===== config.mk =====
export PLATFORM = sky130hd
export DESIGN_NAME = aes_ctrl_seq
export DESIGN_NICKNAME = d
export VERILOG_FILES = /design/src/rtl/aes_ctrl_seq.sv
export SDC_FILE = /design/constraint.sdc
export NUM_CORES = 1
export LEC_CHECK = 0
export CAP_MARGIN = 20
export CORE_MARGIN = 1.5
export CORE_UTILIZATION = 33
export CTS_CLUSTER_SIZE = 24
export DETAILED_ROUTE_END_ITERATION = 10
export GPL_ROUTABILITY_DRIVEN = 1
export PLACE_DENSITY = 0.66
export SLEW_MARGIN = 20
export SYNTH_ARGS = -nofsm -noshare
export SYNTH_HDL_FRONTEND = slang
export SYNTH_SLANG_ARGS = --single-unit

===== constraint.sdc =====
create_clock -name clk -period 3 [get_ports clk]
set_input_delay 0.45 -clock clk [delete_from_list [all_inputs] [get_ports clk]]
set_output_delay 0.45 -clock clk [all_outputs]
set_load 0.005 [all_outputs]

===== src/rtl/aes_ctrl_seq.sv =====
// Round-sequencing controller for the masked AES-128 core.
// Produces one-cycle register enables, the round index, the last-round flag
// and the round constant that travel with the shares through the pipelined
// masked S-box. No share data passes through this block.
module aes_ctrl_seq #(
  parameter int NROUNDS = 10,
  parameter int SB_LAT  = 4
) (
  input  logic       clk,
  input  logic       rst,
  input  logic       in_valid,
  output logic       in_ready,
  output logic       out_valid,
  input  logic       out_ready,
  output logic       busy,
  output logic       sel_init,
  output logic       en_state,
  output logic       en_key,
  output logic [3:0] round,
  output logic       last_round,
  output logic [7:0] rcon
);

  // Wait counter wide enough to hold SB_LAT, never narrower than one bit.
  localparam int CNT_W = ($clog2(SB_LAT + 1) < 1) ? 1 : $clog2(SB_LAT + 1);
  localparam logic [CNT_W-1:0] CNT_LAST   = CNT_W'(SB_LAT - 1);
  localparam logic [3:0]       ROUND_LAST = 4'(NROUNDS);
  localparam logic [7:0]       RCON_FIRST = 8'h01;

  // Parameter range guard, evaluated at elaboration.
  generate
    if (NROUNDS < 1 || NROUNDS > 15 || SB_LAT < 1 || SB_LAT > 31) begin : g_bad_params
      $fatal(1, "aes_ctrl_seq: NROUNDS must be 1..15 and SB_LAT 1..31");
    end
  endgenerate

  typedef enum logic [2:0] {
    ST_IDLE,
    ST_INIT,
    ST_WAIT,
    ST_UPD,
    ST_DONE
  } state_t;

  state_t           state_reg, state_next;
  logic [3:0]       round_reg, round_next;
  logic [7:0]       rcon_reg, rcon_next;
  logic [CNT_W-1:0] cnt_reg, cnt_next;

  // GF(2^8) multiply-by-two used to step the round constant.
  function automatic logic [7:0] xtime(input logic [7:0] v);
    logic [7:0] s;
    s = {v[6:0], 1'b0};
    if (v[7]) s = s ^ 8'h1B;
    return s;
  endfunction

  // State and sequencing registers; reset aborts any encryption in flight.
  always_ff @(posedge clk) begin
    if (!rst) begin
      state_reg <= ST_IDLE;
      round_reg <= 4'd0;
      rcon_reg  <= RCON_FIRST;
      cnt_reg   <= '0;
    end else begin
      state_reg <= state_next;
      round_reg <= round_next;
      rcon_reg  <= rcon_next;
      cnt_reg   <= cnt_next;
    end
  end

  // Next-state logic and Moore outputs; in_ready is also held low while
  // reset is asserted so that no block can be accepted in the reset cycle.
  always_comb begin
    state_next = state_reg;
    round_next = round_reg;
    rcon_next  = rcon_reg;
    cnt_next   = cnt_reg;
    in_ready   = 1'b0;
    out_valid  = 1'b0;
    busy       = 1'b0;
    sel_init   = 1'b0;
    en_state   = 1'b0;
    en_key     = 1'b0;
    last_round = 1'b0;

    case (state_reg)
      ST_IDLE: begin
        in_ready = rst;
        if (in_valid && rst) state_next = ST_INIT;
      end
      ST_INIT: begin
        busy       = 1'b1;
        sel_init   = 1'b1;
        en_state   = 1'b1;
        en_key     = 1'b1;
        round_next = 4'd1;
        rcon_next  = RCON_FIRST;
        cnt_next   = '0;
        state_next = ST_WAIT;
      end
      ST_WAIT: begin
        busy     = 1'b1;
        cnt_next = cnt_reg + CNT_W'(1);
        if (cnt_reg == CNT_LAST) state_next = ST_UPD;
      end
      ST_UPD: begin
        busy       = 1'b1;
        en_state   = 1'b1;
        en_key     = 1'b1;
        last_round = (round_reg == ROUND_LAST);
        if (round_reg == ROUND_LAST) begin
          state_next = ST_DONE;
        end else begin
          round_next = round_reg + 4'd1;
          rcon_next  = xtime(rcon_reg);
          cnt_next   = '0;
          state_next = ST_WAIT;
        end
      end
      ST_DONE: begin
        out_valid = 1'b1;
        if (out_ready) begin
          round_next = 4'd0;
          rcon_next  = RCON_FIRST;
          state_next = ST_IDLE;
        end
      end
      default: begin
        state_next = ST_IDLE;
      end
    endcase
  end

  assign round = round_reg;
  assign rcon  = rcon_reg;

endmodule

# Word-level counts from Yosys, hierarchy flattened
# Cells that the tools add are included.
[totals]
regBits = 18
inputBits = 4
output_inout_bits = 19
wordCells = 46
[classes]
n_addsub = 2
n_eq_ne = 10
n_mux = 20
bitwise_logic = 1
reduce_logical = 9
[op_table]
columns = ["operator", "n"]
rows = [
  ["one-hot mux 8 bit (3 select lines)", 1],
  ["2-to-1 mux 8 bit", 2],
  ["2-to-1 mux 3 bit", 5],
  ["one-hot mux 3 bit (5 select lines)", 1],
  ["one-hot mux 4 bit (3 select lines)", 1],
  ["== test 3 x 2 -> 1 bit (second input constant)", 3],
  ["one-hot mux 3 bit (3 select lines)", 1],
  ["2-to-1 mux 4 bit", 2],
  ["!= test 2 bit (second input constant)", 4],
  ["2-to-1 mux 1 bit", 6],
  ["AND reduction 3 bit", 2],
  ["nonzero test 3 bit", 2],
  ["2-to-1 mux 5 bit", 1],
  ["adder 4 x 1 -> 4 bit (second input constant)", 1],
  ["== test 4 bit (second input constant)", 1],
  ["inverter 4 bit", 1],
  ["adder 3 x 1 -> 3 bit (second input constant)", 1],
  ["== test 3 x 1 -> 1 bit (second input constant)", 1],
  ["== test 3 bit (second input constant)", 1],
  ["zero test 3 bit", 1],
  ["OR reduction 3 bit", 1],
  ["AND reduction 2 bit", 1],
  ["OR reduction 2 bit", 1],
  ["logical AND 1 bit", 1],
]

# Longest topological paths before layout
[logic_depth]
depth_word = 4
mapped_depth = 7
ltp_nobuf = 6

# Worst setup path before layout
# OpenSTA, ideal clock, no wires.
[synth_path]
path_kind = "reg-to-reg"
startpoint = "register round_reg[0], in the netlist round[0]"
endpoint = "register round_reg[0], in the netlist round[0]"
setup_ns = 0.128
t_arrival_ns = 1.268
required_ns = 2.872
path_slack_ns = 1.605
path_stages_with_launch = 8
path_buffers = 1
synth_period_minus_slack_ns = 1.395
path_cell_list = "dfxtp_1 > inv_1 > ha_1 > nand3b_1 > o22a_4 > buf_12 > mux2i_1 > nor2_1"
[synth_between]
elab_chain_len = 3
elab_cells_between_ends = 6
classes_between = "add/sub (1); eq/ne (2); mux (2); reduce/logical (1)"
[synth_lines]
columns = ["element", "line", "rtl"]
rows = [
  ["from (decl)", "46", "logic [3:0] round_reg, round_next;"],
  ["from (signal assigned)", "67", "round_reg <= round_next;"],
  ["adder 4 x 1 -> 4 bit / == test 4 bit (equally long branches)", "116, 113", ""],
  ["2-to-1 mux 4 bit / != test 2 bit (equally long branches)", "-", ""],
  ["one-hot mux 4 bit (3 select lines) / AND reduction 3 bit (equally long branches)", "-", ""],
]
# Several ways; a longest one is shown, not always the timed one. The select of a mux whose other input is x is not followed.
# A chain may end at the register's enable or synchronous reset.

# Worst setup path in the final report
[layout_path]
startpoint = "input port rst"
endpoint = "output port in_ready"
[layout_between]
elab_chain_len = 1
[layout_lines]
columns = ["element", "line", "rtl"]
rows = [
  ["from (decl)", "10", "input logic rst,"],
  ["2-to-1 mux 1 bit", "88", "case (state_reg)"],
  ["to (decl)", "12", "output logic in_ready,"],
]
# No other way between the ends.

==> metrics.md <==
| Metric | Value |
|---|---|
| Status | `finished clean` |
| Worst-path cell chain | `clkdlybuf4s50_1 -> nand2b_1 -> nor3_1 -> clkdlybuf4s50_1` |
| Req. time, crit path | `2550 ps` |
| Core footprint | `2730 um2` |
| Cell taking the most area after synthesis | `dfxtp_1` |
| Die Height | `56.5 um` |
| Yosys reg bits | `18` |
| Clock tree buffer depth | `2` |
| Fill cells | `273` |
| Hold path start | `rcon[1]$_SDFFE_PN0P_` |
| Fin util | `0.429` |
| Final Cycle Share | `0.736` |
| Initial antenna violation count | `0` |
| Cell area after layout | `1170 um2` |
| MaxCap Viol Count | `0` |
| Die footprint | `3200 um2` |
| CP arrival | `1760 ps` |
| Ports | `23` |
| Synth area leaders | `dfxtp_1 38%, mux2i_1 12%, nor2_1 7.9%, ha_1 5.3%, nor3b_1 3.2%` |
| Leakage power | `0.466 nW` |
| Port buffer count | `22` |
| Fin crit period | `2210 ps` |
| Top cell type's share of synthesized area | `0.381` |
| Final nets | `130` |
| PnR Total Power | `416 uW` |
| CP endpoint kind | `output pin` |
| Synthesized instance count | `101` |
| DRC errors left | `0` |
| Sequential share of power | `0.603` |
| Placed Cells | `148` |
| Internal Power | `318 uW` |
| Post-synth EDFFs | `0` |
| Routed wire length | `1860 um` |
| Most common cell in the netlist | `nor2_1` |
| Die X | `56.5 um` |
| Clock transition at path regs | `90 ps` |
| Std-Cell Rows | `19` |
| Max H-tree Level | `1` |
| CP peak stage delay | `560 ps` |
| Wire per inst | `12.3 um` |
| TritonCTS clock tree | `built` |
| CP Class | `in2out` |
| Synth Area in Simple Gates | `0.255` |
| Crit start category | `input port` |
| Adder-Cell Fraction of Synth Area | `0.0529` |
| Main combinational cell family by area after synthesis | `simple AND/OR/NAND/NOR gates` |
| First-pass GRT wire length | `3250 um` |
| Actual slew at the worst max-slew pin | `511 ps` |
| Fraction of layout cells with a size suffix above 1 | `0.0667` |
| CP max stage cell | `clkdlybuf4s50_1` |
| RD Place Congestion | `0.739` |
| Most used cell, CP | `clkdlybuf4s50_1` |
| FMAX | `453 MHz` |
| Finished Layout Cells | `151` |
| DP HPWL | `1350 um` |
| Compound-gate portion of the synthesized area | `0.0899` |
| Count of final max-slew check failures | `0` |
| Worst Skew | `5.42 ps` |
| Initial Util | `0.346` |
| Xor and xnor area share after synthesis | `0.0278` |
| Post-synthesis mux area share | `0.116` |
| Vias per cell | `4.99` |
| Max rail drop VDD | `0.209 mV` |
| Hold bufs inserted after CTS | `0` |
| Initial drt markers | `3` |
| Critical Path Fanout Max | `5` |
| Largest net degree at the start of global routing | `17` |
| Vias in the first global route | `758` |
| Hold Fails Final Rpt | `0` |
| Avg Cell Area, Syn | `9.37 um2` |
| Netlist Area Pre-Place | `946 um2` |
| Hold Slack | `525 ps` |
| Worst setup margin | `792 ps` |
| Pwr dens | `355 nW/um2` |
| Sum Neg Setup Slack | `0 ps` |
| Total GRT Usage | `0.123` |
| Final setup viols | `0` |
| Worst skew pair latency | `280 ps` |
| Routed Antenna Nets | `0` |
| CTS Buf Count | `3` |
| Mapped Nets | `109` |
| RSZ-0062 raised after global routing | `no` |
| Synth cell types | `32` |
| Switching part of the total | `0.235` |
| Async set-reset flop share out of synthesis | `0` |
| Dpl cell area | `1150 um2` |
| Clock Power Share | `0.273` |
| R2R Path Start | `round[0]$_SDFFE_PN0P_` |
| Max reg flops | `8` |
| Max-slew headroom | `0.656` |
| Antenna diode count | `0` |
| Logic gate share of total power | `0.123` |
| Via count | `753` |
| Synthesis Warnings | `0` |
| Sink Count | `18` |
| P&R area growth vs syn | `24.1%` |
| Post-synth top cells | `20 x nor2_1, 18 x dfxtp_1, 11 x mux2i_1, 5 x inv_1` |
| Crit path launch | `rst` |
| Hold Path Class | `reg2reg` |
| Sw Pwr | `97.8 uW` |
| Synth Flop Type | `dfxtp_1` |
| Post_cts resized | `0` |
| Setup Buffers After CTS | `0` |
| Seq/Total Area, Yosys | `0.381` |
| Detailed-router iteration count before antenna repair | `4` |
| Grt ovf | `0` |
| Pre-CTS setup slack | `776 ps` |
| Root buffer cell | `clkbuf_4` |
critical path: cells and delay by family:
kind / cells / cell delay, ps
buffers and inverters: 2 / 1080
AND/OR/NAND/NOR: 2 / 230
cells in the final DEF, fill, tap and decap left out, types with 2 or more instances in the layout:
| cell type | Yosys | final |
|---|---|---|
| nor2_1 | 20 | 20 |
| dfxtp_1 | 18 | 18 |
| ha_1 | 4 | 4 |
| inv_1 | 5 | 5 |
| xnor2_1 | 3 | 3 |
| a22oi_1 | 2 | 2 |
| and2_1 | 4 | 4 |
| clkbuf_4 | 0 | 3 |
| mux2i_1 | 11 | 11 |
| o21ai_0 | 2 | 2 |
| nor3_1 | 2 | 2 |
| a21oi_1 | 2 | 2 |
| nor3b_1 | 4 | 4 |
| clkdlybuf4s50_1 | 0 | 22 |
| nand2_1 | 3 | 3 |
final timing paths:
check | endpoint | slack [ps] | depth (start not counted)
setup / recovery | in_ready | 790 | 4
hold / removal | rcon[1]$_SDFFE_PN0P_ | 520 | 2
setup reg to reg | round[2]$_SDFFE_PN0P_ | 1430 | 6
hold reg to reg | rcon[1]$_SDFFE_PN0P_ | 520 | 2
power groups by stage:
| stage | clock network (mW) | logic [mW] | registers (mW) |
|---|---|---|---|
| floorplan | 0 | 0.0413 | 0.251 |
| global placement | 0 | 0.0504 | 0.256 |
| detailed placement | 0 | 0.0518 | 0.257 |
| CTS | 0.119 | 0.0520 | 0.251 |
| global route | 0.126 | 0.0564 | 0.252 |
| finish | 0.114 | 0.0513 | 0.251 |
metal layers:
metal	global-route usage	share of wire	vias to the layer above
met5	0	0	-
met1	0.171	0.49	351
met4	0.0374	0.010	0
met3	0.0230	0.042	4
met2	0.193	0.46	22
li1	-	-	376
area by class of cell:
type                            instances  area, um2  area share
Clock buffer                            3       22.5      0.0192
Sequential cell                        18        360       0.307
Multi-Input combinational cell         72        513       0.437
Inverter                                5       18.8      0.0160
Timing Repair Buffer                   22        220       0.188
Tap cell                               31       38.8      0.0330
logic make-up after synthesis:
kind of cell,Yosys count
flops,18
mux,11
simple gates,43
xor+xnor,3
compound gates,11
buf+inv,11
fa+ha+maj,4
Note: power is estimated with default switching activity, not from simulation.
